## config.mk

```make
export PLATFORM = sky130hd
export DESIGN_NAME = elevator_call_scheduler
export DESIGN_NICKNAME = d
export VERILOG_FILES = /design/src/rtl/elevator_call_scheduler.sv
export SDC_FILE = /design/constraint.sdc
export NUM_CORES = 1
export LEC_CHECK = 0
export ABC_AREA = 1
export CELL_PAD_IN_SITES_DETAIL_PLACEMENT = 1
export CELL_PAD_IN_SITES_GLOBAL_PLACEMENT = 1
export CORE_ASPECT_RATIO = 0.7
export CORE_MARGIN = 2
export CORE_UTILIZATION = 39
export DETAILED_ROUTE_END_ITERATION = 8
export PLACE_DENSITY = 0.82
export SLEW_MARGIN = 30
export SYNTH_ARGS = -nofsm -noshare
export SYNTH_HDL_FRONTEND = slang
export SYNTH_SLANG_ARGS = --single-unit
```

## constraint.sdc

```tcl
create_clock -name CLOCK_50 -period 3.62 [get_ports CLOCK_50]
set_input_delay 0.543 -clock CLOCK_50 [delete_from_list [all_inputs] [get_ports CLOCK_50]]
set_output_delay 0.543 -clock CLOCK_50 [all_outputs]
set_load 0.01 [all_outputs]
```

## src/rtl/elevator_call_scheduler.sv

```systemverilog
// rtl/elevator_call_scheduler.sv - LOOK-algorithm car scheduler: call latching, floor counter, direction and door dwell
module elevator_call_scheduler #(
  parameter int NUM_FLOORS  = 4,
  parameter int FLOOR_W     = 2,
  parameter int DOOR_CYCLES = 100
) (
  input  logic                  CLOCK_50,
  input  logic                  RESET_N,
  input  logic [NUM_FLOORS-1:0] hall_req,
  input  logic [NUM_FLOORS-1:0] cab_req,
  input  logic                  arrive,
  input  logic                  door_hold,
  output logic                  move_en,
  output logic                  move_dir,
  output logic                  door_open,
  output logic [FLOOR_W-1:0]    floor,
  output logic [NUM_FLOORS-1:0] pending,
  output logic [1:0]            state_dbg,
  output logic                  arrive_err
);

  localparam int FW1     = FLOOR_W + 1;
  localparam int TIMER_W = $clog2(DOOR_CYCLES) + 1;
  localparam logic [FW1-1:0]        TOP    = FW1'(NUM_FLOORS - 1);
  localparam logic [TIMER_W-1:0]    T_LAST = TIMER_W'(DOOR_CYCLES - 1);
  localparam logic [NUM_FLOORS-1:0] ONE    = NUM_FLOORS'(1);

  typedef enum logic [1:0] {
    S_IDLE = 2'b00,
    S_UP   = 2'b01,
    S_DOWN = 2'b10,
    S_DOOR = 2'b11
  } state_t;

  function automatic logic any_above(input logic [NUM_FLOORS-1:0] p, input logic [FW1-1:0] f);
    logic r;
    r = 1'b0;
    for (int i = 0; i < NUM_FLOORS; i++) if (p[i] && (FW1'(i) > f)) r = 1'b1;
    return r;
  endfunction

  function automatic logic any_below(input logic [NUM_FLOORS-1:0] p, input logic [FW1-1:0] f);
    logic r;
    r = 1'b0;
    for (int i = 0; i < NUM_FLOORS; i++) if (p[i] && (FW1'(i) < f)) r = 1'b1;
    return r;
  endfunction

  function automatic logic [FW1-1:0] nearest_above(input logic [NUM_FLOORS-1:0] p, input logic [FW1-1:0] f);
    logic [FW1-1:0] r;
    r = '0;
    for (int i = NUM_FLOORS - 1; i >= 0; i--) if (p[i] && (FW1'(i) > f)) r = FW1'(i);
    return r;
  endfunction

  function automatic logic [FW1-1:0] nearest_below(input logic [NUM_FLOORS-1:0] p, input logic [FW1-1:0] f);
    logic [FW1-1:0] r;
    r = '0;
    for (int i = 0; i < NUM_FLOORS; i++) if (p[i] && (FW1'(i) < f)) r = FW1'(i);
    return r;
  endfunction

  state_t                  state_q, state_d;
  logic [FLOOR_W-1:0]      floor_q, floor_d;
  logic [NUM_FLOORS-1:0]   pending_q, pending_d;
  logic [TIMER_W-1:0]      timer_q, timer_d;
  logic                    last_up_q, last_up_d;
  logic                    err_q, err_d;

  logic [FW1-1:0]          floor_w, nxt_up, nxt_dn, dist_up, dist_dn;
  logic                    above, below, above_nu, below_nu, above_nd, below_nd;
  logic                    restart;
  logic [NUM_FLOORS-1:0]   clr;

  assign floor_w  = {1'b0, floor_q};
  assign nxt_up   = floor_w + 1'b1;
  assign nxt_dn   = floor_w - 1'b1;
  assign above    = any_above(pending_q, floor_w);
  assign below    = any_below(pending_q, floor_w);
  assign above_nu = any_above(pending_q, nxt_up);
  assign below_nu = any_below(pending_q, nxt_up);
  assign above_nd = any_above(pending_q, nxt_dn);
  assign below_nd = any_below(pending_q, nxt_dn);
  assign dist_up  = nearest_above(pending_q, floor_w) - floor_w;
  assign dist_dn  = floor_w - nearest_below(pending_q, floor_w);
  assign restart  = hall_req[floor_q] | cab_req[floor_q] | door_hold;

  always_comb begin
    state_d   = state_q;
    floor_d   = floor_q;
    timer_d   = timer_q;
    last_up_d = last_up_q;
    err_d     = err_q;
    clr       = '0;
    case (state_q)
      S_IDLE: begin
        if (arrive) err_d = 1'b1;
        if (pending_q[floor_q])   state_d = S_DOOR;
        else if (above && below)  state_d = (dist_up < dist_dn) ? S_UP : S_DOWN;
        else if (above)           state_d = S_UP;
        else if (below)           state_d = S_DOWN;
      end
      S_UP: begin
        last_up_d = 1'b1;
        if (arrive) begin
          if (floor_w == TOP) begin
            err_d   = 1'b1;
            state_d = S_DOOR;
          end else begin
            floor_d = nxt_up[FLOOR_W-1:0];
            if (pending_q[nxt_up[FLOOR_W-1:0]]) state_d = S_DOOR;
            else if (above_nu)                  state_d = S_UP;
            else if (below_nu)                  state_d = S_DOWN;
            else                                state_d = S_IDLE;
          end
        end
      end
      S_DOWN: begin
        last_up_d = 1'b0;
        if (arrive) begin
          if (floor_q == '0) begin
            err_d   = 1'b1;
            state_d = S_DOOR;
          end else begin
            floor_d = nxt_dn[FLOOR_W-1:0];
            if (pending_q[nxt_dn[FLOOR_W-1:0]]) state_d = S_DOOR;
            else if (below_nd)                  state_d = S_DOWN;
            else if (above_nd)                  state_d = S_UP;
            else                                state_d = S_IDLE;
          end
        end
      end
      default: begin
        if (arrive) err_d = 1'b1;
        // timer is zero outside DOOR because expiry always rewinds it
        if (restart) begin
          timer_d = '0;
        end else if (timer_q == T_LAST) begin
          timer_d = '0;
          if (last_up_q) state_d = above ? S_UP : (below ? S_DOWN : S_IDLE);
          else           state_d = below ? S_DOWN : (above ? S_UP : S_IDLE);
        end else begin
          timer_d = timer_q + 1'b1;
        end
      end
    endcase
    if ((state_q == S_DOOR) || (state_d == S_DOOR)) clr = ONE << floor_d;
    pending_d = (pending_q | hall_req | cab_req) & ~clr;
  end

  always_ff @(posedge CLOCK_50 or negedge RESET_N) begin
    if (!RESET_N) begin
      state_q   <= S_IDLE;
      floor_q   <= '0;
      pending_q <= '0;
      timer_q   <= '0;
      last_up_q <= 1'b1;
      err_q     <= 1'b0;
    end else begin
      state_q   <= state_d;
      floor_q   <= floor_d;
      pending_q <= pending_d;
      timer_q   <= timer_d;
      last_up_q <= last_up_d;
      err_q     <= err_d;
    end
  end

  assign move_en    = (state_q == S_UP) || (state_q == S_DOWN);
  assign move_dir   = (state_q == S_UP);
  assign door_open  = (state_q == S_DOOR);
  assign floor      = floor_q;
  assign pending    = pending_q;
  assign state_dbg  = state_q;
  assign arrive_err = err_q;

endmodule
```

### Word level (Yosys, flattened, before mapping)

Index checks and enable logic that the tools add are counted.

* add/sub/neg operators: 5
* $lt $le $gt $ge: 28
* eq/ne operators: 8
* shift operators: 1
* mux-type cells: 79
* bitwise operators: 6
* reduce and logical (&&, ||, !) cells: 32

Operators with widths (number)
* $mux 2: 25
* $mux 1: 37
* $logic_and 1x1->1: 25
* $mux 8: 2
* $mux 3: 5
* $gt 1x3->1 const A: 4
* $gt 2x3->1 const A: 4
* $lt 1x3->1 const A: 4
* $lt 2x3->1 const A: 4
* $bmux 1 s2: 5
* $lt 2x3->1 const B: 3
* $add 8x1->8 const B: 1
* $eq 2x2->1 const B: 4
* $eq 8x7->1 const B: 1
* $or 4x4->4: 2
* $pmux 2 s3: 1
* $and 4x4->4: 1
* $gt 1x2->1 const A: 2
* $gt 2x2->1 const A: 2
* $logic_not 2->1: 2
* $lt 1x2->1 const A: 2
* $lt 2x2->1 const A: 2
* $mux 4: 1
* $not 4->4: 1
* other kinds (16): 19

* flip-flop bits (word level): 18
* input port bits: 12
* output and inout bits: 12
* word-level logic and storage cells: 165

### Logic depth before layout (Yosys ltp)

Gate-level depths: netlist of run 1.

* depth after elaboration: 18
* gate-level depth with buffers: 23

### Worst setup path after synthesis of run 1

OpenSTA, ideal clock, no wires.

* path type: flip-flop to flip-flop
* start: register floor_q[0] (netlist: floor[0])
* end: register state_q[1] (netlist: state_dbg[1])
* library setup time: 0.126 ns
* arrival time: 2.851 ns
* required time: 3.494 ns
* path slack: 0.643 ns
* stages on the path, launching flop included: 20
* clock period less this slack: 2.977 ns
* cells stage by stage: dfrtp_1 > buf_2 > inv_2 > ha_1 > nand2_2 > inv_1 > a21oi_1 > ha_1 > inv_1 > fa_1 > ha_1 > nand2_1 > inv_1 > nand2_1 > nand2_1 > nand3_2 > nand3_1 > a21oi_1 > nand3_2 > a21boi_1

* longest elaborated chain between the ends: 13
* elaborated cells on any way between the ends: 108
* classes of those cells: add/sub (4); order compare (21); eq/ne (1); mux (58); bitwise (2); reduce/logical (22)

RTL lines
* start, declared: line 64 `logic [FLOOR_W-1:0] floor_q, floor_d;`
* start signal, assigned: line 161 `floor_q <= floor_d;`
* parallel branches: the longest is 12 deep, another holds $sub 3x2->3
* $pmux 2 s3 *: line 95 `case (state_q)`
* net state_d[1]: line 63 `state_t state_q, state_d;`
* end signal, assigned: line 160 `state_q <= state_d;`
* end, declared: line 63

Mark *: on every way through the listed nets, which the timed path passes. The select of a mux whose other input is x is not followed.
A chain may end at the register's enable or synchronous reset.

### Worst setup path after layout of run 1

Same ends and word-level chain as after synthesis.

==> flow_metrics.py, run 1 <==
metrics = {
    "drt": {
        "drt_iter0_markers": 113,
        "viasPerCell": 5.04,
        "routed.top_layer": "met4",
        "met1_length_um": 2510,
        "wl_met3_um": 159,
        "ant_nets": 0,
        "drt_first_pass_iters": 4,
        "wl_met2_um": 2140,
        "drc": 0,
        "avgRoutedWirePerCell_um": 14.1,
        "wirelength_um": 4840,
        "via_count": 1724,
    },
    "synthesis": {
        "synth.distinct_cells": 29,
        "synth.avg_cell_area_um2": 6.54,
        "postSynthCellCount": 261,
        "synth-warning-count": 0,
        "synth_seq_area_share": 0.265,
        "ys_ff_latch": 18,
        "netlist_area_um2": 1710,
        "async_flop_share": 1.00,
        "synthesis.nets": 292,
        "synth_edf_count": 0,
        "synth_top_flop_cell": "dfrtp_1",
    },
    "global_routing": {
        "track_usage": 0.210,
        "antenna_found_initial": 0,
        "grt_first_pass_wirelength_um": 8250,
        "grt_max_degree": 19,
        "grt_overflow_total": 0,
        "grt_pass1_vias": 1692,
    },
    "timing": {
        "slew_headroom": 0.461,
        "fin_crit_sh": 0.885,
        "fin_crit_ns": 3.20,
        "report.final.slew_viol_count": 0,
        "rsz0062_at_grt": "false",
        "hold_violations": 0,
        "fmax_ghz": 0.312,
        "setup_tns_ns": 0,
        "clock_skew_ns": 0.00497,
        "finalSetupViolCount": 0,
        "max_slew.worst_pin.slew_ns": 0.806,
    },
    "cts": {
        "clk_path_buf_depth": 2,
        "cts_sinks": 18,
        "cts_tree": "built",
        "clk_latency_ns": 0.26,
        "cts_max_level": 1,
        "root_buffer": "clkbuf_8",
        "hold_buffers": 0,
        "cts_setup_buffers": 0,
        "clk_pin_slew_worst_paths_ns": 0.07,
        "ctsResizeCount": 0,
        "cts_inserted_buffers": 3,
    },
    "floorplan": {
        "start_util": 0.399,
        "dieArea_um2": 4930,
        "rows": 20,
        "dieWidth_um": 83.1,
        "boundaryPins": 24,
        "core_um2": 4280,
        "die_h_um": 59.3,
    },
    "place": {
        "place_area_um2": 2000,
        "io_buffer_count": 23,
        "dp_hpwl_um": 3960,
        "place.gp.congestion": 0.812,
    },
    "power": {
        "combinationalPowerShare": 0.062,
        "leakagePower_nw": 1.08,
        "power_mw": 0.397,
        "p_int_mw": 0.311,
        "clkPwrFrac": 0.429,
        "p_seq_frac": 0.509,
        "swShare": 0.216,
        "power_density_nw_per_um2": 193,
        "peakVddDrop_v": 0.000106,
        "p_sw_mw": 0.0859,
    },
    "critical_path": {
        "cp.arrival_ns": 3.34,
        "crit_type": "reg -> reg",
        "start_kind": "flop",
        "cp.required_ns": 3.75,
        "cp-end-kind": "flop",
        "critical_path_peak_fanout": 10,
    },
    "cells_and_area": {
        "utilization": 0.480,
        "final_area_um2": 2060,
        "drive_above_1_share": 0.0801,
        "fillers": 570,
        "nNetsFinal": 319,
        "diodes": 0,
        "area_growth_pct": 20.5,
    },
    "run_status": {
        "status": "finished, final reports clean",
    },
    "min_path": {
        "hold_class": "reg -> reg",
    },
    "run": {
        "maxCapViolCount": 0,
    },
}
==> synth_stat cells (2+ instances only) <==
master / count / area share
a21boi_1: 2 / 0.0088
a21oi_1: 8 / 0.023
buf_2: 2 / 0.0059
dfrtp_1: 17 / 0.25
fa_1: 2 / 0.023
ha_1: 17 / 0.12
inv_1: 42 / 0.092
inv_2: 5 / 0.011
nand2_1: 83 / 0.18
nand2_2: 5 / 0.018
nand3_1: 18 / 0.053
nand3_2: 2 / 0.012
nand4_1: 6 / 0.022
nor2_1: 25 / 0.055
o211ai_1: 2 / 0.0088
o21ai_0: 9 / 0.026
o21ai_1: 2 / 0.0059
xor2_1: 3 / 0.015
==> sequential cells by signal, indices dropped and copies added (netlist names) <==
signal / flops
timer_q: 8
state_dbg: 2
pending: 4
floor: 2
arrive_err: 1
last_up_q: 1
==> power groups by stage <==
stage	registers, mW	logic [mW]	clock network, mW
4_1_cts	0.202	0.0252	0.173
3_5_place_dp	0.206	0.0252	0
3_3_place_gp	0.206	0.0249	0
5_1_grt	0.202	0.0278	0.182
2_1_floorplan	0.206	0.00636	0
6_report	0.202	0.0247	0.170
==> through the flow <==
step	hold slack [ns]	std cells	worst slack (ns)
3_3_place_gp	0.455	338	0.447
6_report	0.475	342	0.418
2_1_floorplan	0.247	261	0.643
4_1_cts	0.484	342	0.270
5_1_grt	0.512	342	0.0819
3_5_place_dp	0.467	338	0.279
==> layout make-up <==
cell class | instances | area [um^2] | area share
multi-input combinational | 193 | 1060 | 0.514
sequential | 18 | 453 | 0.220
timing repair buffer | 25 | 245 | 0.119
inverter | 47 | 176 | 0.0858
tap | 55 | 68.8 | 0.0335
clock buffer | 4 | 55.1 | 0.0268
==> logic make-up after synthesis <==
| logic type | synth area share |
|---|---|
| DFF | 0.265 |
| adders and majority gates | 0.148 |
| xor gates and xnor gates | 0.0154 |
| and+or+nand+nor | 0.360 |
| AOI/OAI and AO/OA | 0.0960 |
| buffers and inverters | 0.116 |
==> final timing paths <==
check | start | to | slack [ns] | depth (start not counted)
setup / recovery | floor[0] | state_dbg[1] | 0.42 | 18
hold / removal | arrive_err | arrive_err | 0.48 | 1
setup reg to reg | floor[0] | state_dbg[1] | 0.42 | 18
hold reg to reg | arrive_err | arrive_err | 0.48 | 1
max in group asynchronous | RESET_N | floor[1] | 2.32 | 1
min in group asynchronous | RESET_N | timer_q[6] | 0.75 | 1
==> placed cells by master, fill, tap and decap left out, drive strengths merged <==
master         count
nand4              6
xor2               3
a221oi             1
o211ai             2
o21ai             11
nand3b             1
nor3               1
ha                17
a21boi             2
or2                1
dfstp              1
clkdlybuf4s50     23
dfrtp             17
fa                 2
o21a               1
nand3             20
buf                2
nand2             88
nor2              26
a21oi              9
clkbuf             4
o31ai              1
o22ai              1
inv               47
==> layer usage <==
metal / vias to the layer above / track usage
met2: 30 / 0.347
met5: - / 0
met3: 6 / 0.0334
met1: 826 / 0.303
met4: 0 / 0.0304
li1: 862 / -
==> critical path: stages (launching register included) <==
cell and delay [ns]:
dfrtp_1 0.51, inv_2 0.17, ha_1 0.29, nand2_2 0.11, inv_1 0.06, a21oi_1 0.13
ha_1 0.16, inv_1 0.05, fa_1 0.45, ha_1 0.31, nand2_1 0.06, inv_1 0.04
nand2_1 0.04, nand2_1 0.06, nand3_2 0.06, nand3_1 0.07, a21oi_1 0.20, nand3_2 0.15
a21boi_1 0.16
(Power assumes the default switching activity.)
==> run 2, diff against run 1 <==
Settings changed: CORE_ASPECT_RATIO 0.7 to 1.5, CTS_CLUSTER_SIZE set to 25.
==> run 2 against run 1 <==
Net effect:
- hold slack improved by 0.021 ns
- count of clock-buffer cells in the layout unchanged
- design area decreased by 0.61%
- register-to-register slack improved by 0.03 ns
- setup slack improved by 0.030 ns
- via count increased by 1.3%
- combinational power about the same
- clock power decreased by 3%
- flip-flop and latch count unchanged
- routed wire length increased by 1.7%
- maximum frequency increased by 0.93%
==> flow_metrics.py, run 2 (synthesis gave the netlist of run 1 again) <==
metrics = {
    "global_routing": {
        "grt_overflow_total": 0,
        "antenna_found_initial": 0,
        "grt_pass1_vias": 1791,
        "track_usage": 0.215,
        "grt_first_pass_wirelength_um": 8270,
        "grt_max_degree": 19,
    },
    "floorplan": {
        "start_util": 0.405,
        "rows": 29,
        "core_um2": 4210,
        "die_h_um": 85.0,
        "boundaryPins": 24,
        "dieWidth_um": 58.0,
        "dieArea_um2": 4930,
    },
    "critical_path": {
        "critPathBufInv": 4,
        "cp.arrival_ns": 3.30,
        "start_kind": "flop",
        "cpPeakStageDelay_ns": 0.66,
        "reg2reg_setup_slack_ns": 0.45,
        "cp.required_ns": 3.75,
        "cp-end-kind": "flop",
        "crit_family": "adder cells",
        "critical_path_peak_fanout": 14,
        "path_cells": "ha_1 > inv_1 > nand2_1 > inv_1 > a21oi_1 > ha_1 > inv_1 > fa_1 > ha_1 > nand2_1 > inv_1 > nand2_1 > nand2_1 > nand3_2 > nand3_1 > a21oi_1 > nand3_2 > a21boi_1",
        "critical_path.slowest_cell": "dfrtp_1",
        "crit_type": "reg -> reg",
    },
    "timing": {
        "holdWs_ns": 0.496,
        "rsz0062_at_grt": "false",
        "fin_crit_ns": 3.17,
        "fmax_ghz": 0.315,
        "finalSetupViolCount": 0,
        "fin_crit_sh": 0.876,
        "clock_skew_ns": 0.00137,
        "setup_tns_ns": 0,
        "report.final.slew_viol_count": 0,
        "max_slew.worst_pin.slew_ns": 0.834,
        "hold_violations": 0,
        "slew_headroom": 0.442,
    },
    "cells_and_area": {
        "regMostFlops": "timer_q",
        "drive_above_1_share": 0.0767,
        "area_growth_pct": 19.7,
        "nNetsFinal": 319,
        "final_cell_mix": "nand2_1 (83), inv_1 (42), nor2_1 (25), clkdlybuf4s50_1 (23), nand3_1 (18)",
        "diodes": 0,
        "largest_reg_flops": 8,
        "layout.cells.most_common": "nand2_1",
    },
    "drt": {
        "drt_iter0_markers": 66,
        "wirelength_um": 4920,
        "drc": 0,
        "via_count": 1746,
        "avgRoutedWirePerCell_um": 14.8,
        "viasPerCell": 5.24,
        "ant_nets": 0,
        "drt_first_pass_iters": 4,
    },
    "power": {
        "power_density_nw_per_um2": 192,
        "peakVddDrop_v": 0.000361,
        "leakagePower_nw": 1.08,
    },
    "cts": {
        "ctsResizeCount": 0,
        "cts_tree": "built",
        "cts_sinks": 18,
        "clk_pin_slew_worst_paths_ns": 0.07,
        "cts_inserted_buffers": 3,
        "root_buffer": "clkbuf_8",
        "clk_latency_ns": 0.26,
        "cts_setup_buffers": 0,
        "cts_max_level": 1,
        "hold_buffers": 0,
        "clk_path_buf_depth": 2,
    },
    "min_path": {
        "hold_class": "reg -> reg",
    },
    "run_status": {
        "status": "finished, final reports clean",
    },
    "place": {
        "io_buffer_count": 23,
        "place.gp.congestion": 0.818,
        "dp_hpwl_um": 3940,
    },
    "run": {
        "maxCapViolCount": 0,
    },
}
[run 2: metrics by stage]
| step | power [mW] | setup slack, ns | util | area [um^2] | std cells |
|---|---|---|---|---|---|
| final | 0.392 | 0.448 | 0.485 | 2040 | 333 |
| after detailed placement | 0.231 | 0.440 | 0.472 | 1990 | 329 |
| after global placement | 0.231 | 0.546 | 0.472 | 1990 | 329 |
| after floorplan | 0.212 | 0.643 | - | 1710 | 261 |
| after global routing | 0.409 | 0.207 | 0.485 | 2040 | 333 |
| after CTS | 0.396 | 0.418 | 0.485 | 2040 | 333 |
[run 2: worst paths after layout]
check,cells after the start,startpoint,endpoint
max,18,floor[0],state_dbg[1]
min,2,last_up_q,last_up_q
max reg2reg,18,floor[0],state_dbg[1]
min reg2reg,2,last_up_q,last_up_q
max in group asynchronous,1,RESET_N,pending[0]
min in group asynchronous,1,RESET_N,state_dbg[0]
[run 2: area by class of cell]
| cell class | count | area, um^2 |
|---|---|---|
| sequential | 18 | 452 |
| clock buffer | 4 | 55.1 |
| timing repair buffer | 25 | 245 |
| tap | 46 | 57.6 |
| multi-input combinational | 193 | 1060 |
| fill | 571 | 2170 |
| inverter | 47 | 176 |
[run 2: per-layer routing]
layer,part of all wire,GRT usage,up-vias
met1,0.42,0.255,851
met2,0.54,0.400,22
met3,0.022,0.0198,6
met4,0.014,0.0634,0
li1,-,-,867
met5,0,0,-
[run 2: where the power goes]
group          switching [mW]  internal (mW)  total, mW  leakage (nW)
Clock                  0.0680         0.0967      0.165        0.0288
Combinational          0.0122         0.0127     0.0249         0.832
Sequential           0.000581          0.202      0.202         0.216
[run 2: worst min-delay path: cells and delay by family (launching register included)]
kind / cells / cell delay, ns
buf+inv: 1 / 0.06
flops: 1 / 0.36
compound gates: 1 / 0.07
==> run 3, diff against run 2 <==
Settings changed: CORE_UTILIZATION 39 to 42, PLACE_DENSITY 0.82 to 0.87.
Clock period 3.62 ns to 3.8 ns, I/O delays scaled along.
==> run 3 against run 2 <==
Net effect:
- cell count unchanged
- register-to-register slack improved by 0.29 ns
- flip-flop and latch count unchanged
- setup slack better by 0.29 ns
==> flow_metrics.py, run 3 (synthesis gave the netlist of run 1 again) <==
metrics = {
    "cells_and_area": {
        "final_cell_mix": "nand2_1 (83), inv_1 (42), nor2_1 (25), clkdlybuf4s50_1 (23), nand3_1 (18)",
        "layout.cells.most_common": "nand2_1",
        "diodes": 0,
        "largest_reg_flops": 8,
        "nNetsFinal": 320,
        "regMostFlops": "timer_q",
        "stdcell_count": 333,
        "utilization": 0.522,
        "area_growth_pct": 20.1,
        "final_area_um2": 2050,
        "fillers": 541,
        "drive_above_1_share": 0.0799,
    },
    "drt": {
        "drt_iter0_markers": 25,
        "drc": 0,
        "viasPerCell": 5.25,
        "via_count": 1748,
        "drt_first_pass_iters": 4,
        "wirelength_um": 4890,
        "avgRoutedWirePerCell_um": 14.7,
        "ant_nets": 0,
    },
    "cts": {
        "clk_pin_slew_worst_paths_ns": 0.07,
        "clk_path_buf_depth": 2,
        "ctsResizeCount": 0,
        "clk_latency_ns": 0.26,
        "root_buffer": "clkbuf_8",
        "hold_buffers": 0,
        "cts_sinks": 18,
        "cts_tree": "built",
        "cts_max_level": 1,
        "cts_inserted_buffers": 3,
        "cts_setup_buffers": 0,
    },
    "critical_path": {
        "crit_family": "adder cells",
        "cp.required_ns": 3.93,
        "path_cells": "inv_2 > ha_1 > nand2_2 > inv_1 > a21oi_1 > ha_1 > inv_1 > fa_1 > ha_1 > nand2_1 > inv_1 > nand2_1 > nand2_1 > nand3_2 > nand3_1 > a21oi_1 > nand3_2 > a21boi_1",
        "crit_type": "reg -> reg",
        "r2r-end": "state_dbg[1]",
        "critical_path_peak_fanout": 9,
        "cp.arrival_ns": 3.19,
        "critical_path.slowest_cell": "dfrtp_1",
        "start_kind": "flop",
        "critPathBufInv": 4,
        "cp-end-kind": "flop",
        "reg2reg_setup_slack_ns": 0.73,
        "reg2reg_from": "floor[1]",
        "cpPeakStageDelay_ns": 0.48,
        "r2r_cells": 18,
    },
    "timing": {
        "slew_headroom": 0.439,
        "fmax_ghz": 0.326,
        "rsz0062_at_grt": "false",
        "worst_slack_ns": 0.734,
        "clock_skew_ns": 0.00534,
        "holdWs_ns": 0.483,
        "fin_crit_sh": 0.807,
        "finalSetupViolCount": 0,
        "fin_crit_ns": 3.07,
        "max_slew.worst_pin.slew_ns": 0.839,
        "hold_violations": 0,
        "report.final.slew_viol_count": 0,
        "setup_tns_ns": 0,
    },
    "power": {
        "power_mw": 0.375,
        "peakVddDrop_v": 0.000153,
        "leakagePower_nw": 1.08,
        "power_density_nw_per_um2": 183,
    },
    "floorplan": {
        "start_util": 0.435,
        "boundaryPins": 24,
        "die_h_um": 82.1,
        "rows": 28,
        "core_um2": 3920,
        "dieArea_um2": 4600,
        "dieWidth_um": 56.0,
    },
    "global_routing": {
        "grt_first_pass_wirelength_um": 8230,
        "grt_overflow_total": 0,
        "track_usage": 0.230,
        "grt_max_degree": 19,
        "grt_pass1_vias": 1755,
        "antenna_found_initial": 0,
    },
    "place": {
        "io_buffer_count": 23,
        "dp_hpwl_um": 3990,
        "dp_slack_ns": 0.722,
        "place.gp.congestion": 0.870,
        "place_inst": 329,
        "place_area_um2": 1990,
    },
    "run": {
        "maxCapViolCount": 0,
    },
    "run_status": {
        "status": "finished, final reports clean",
    },
    "min_path": {
        "hold_depth": 2,
        "hold_class": "reg -> reg",
        "whs_endpoint": "last_up_q",
        "min-delay-start": "last_up_q",
    },
}
==> run 3: cell type report <==
type,instances,area [um^2],area share
Timing Repair Buffer,26,253,0.123
Inverter,47,176,0.0861
Sequential cell,18,452,0.220
Clock buffer,4,55.1,0.0269
Tap cell,45,56.3,0.0275
Multi-Input combinational cell,193,1060,0.516
==> run 3: worst max-delay path by stage <==
stage	slack, ns	cells past startpoint	to	startpoint
floorplan	0.82	19	state_dbg[1]	floor[0]
global placement	0.86	19	pending[1]	floor[0]
detailed placement	0.72	18	state_dbg[1]	floor[1]
CTS	0.72	18	state_dbg[1]	floor[1]
global route	0.47	19	pending[1]	floor[1]
finish	0.73	18	state_dbg[1]	floor[1]
==> run 3: metal layers <==
layer  vias up  GRT usage  share of wire
met1       839      0.261           0.42
met4         0     0.0881          0.024
li1        867          -              -
met3        11     0.0283          0.025
met5         -          0              0
met2        31      0.436           0.53
==> run 3: worst min-delay path: cells and delay by family, from the launching register on <==
family	cells	cell delay (ns)
AOI/OAI and AO/OA	1	0.07
DFF	1	0.36
buffers and inverters	1	0.05
==> run 3: where the power goes <==
group          total (mW)  switching (mW)  internal (mW)
combinational      0.0234          0.0113         0.0121
sequential          0.193        0.000567          0.192
clock               0.159          0.0667         0.0921
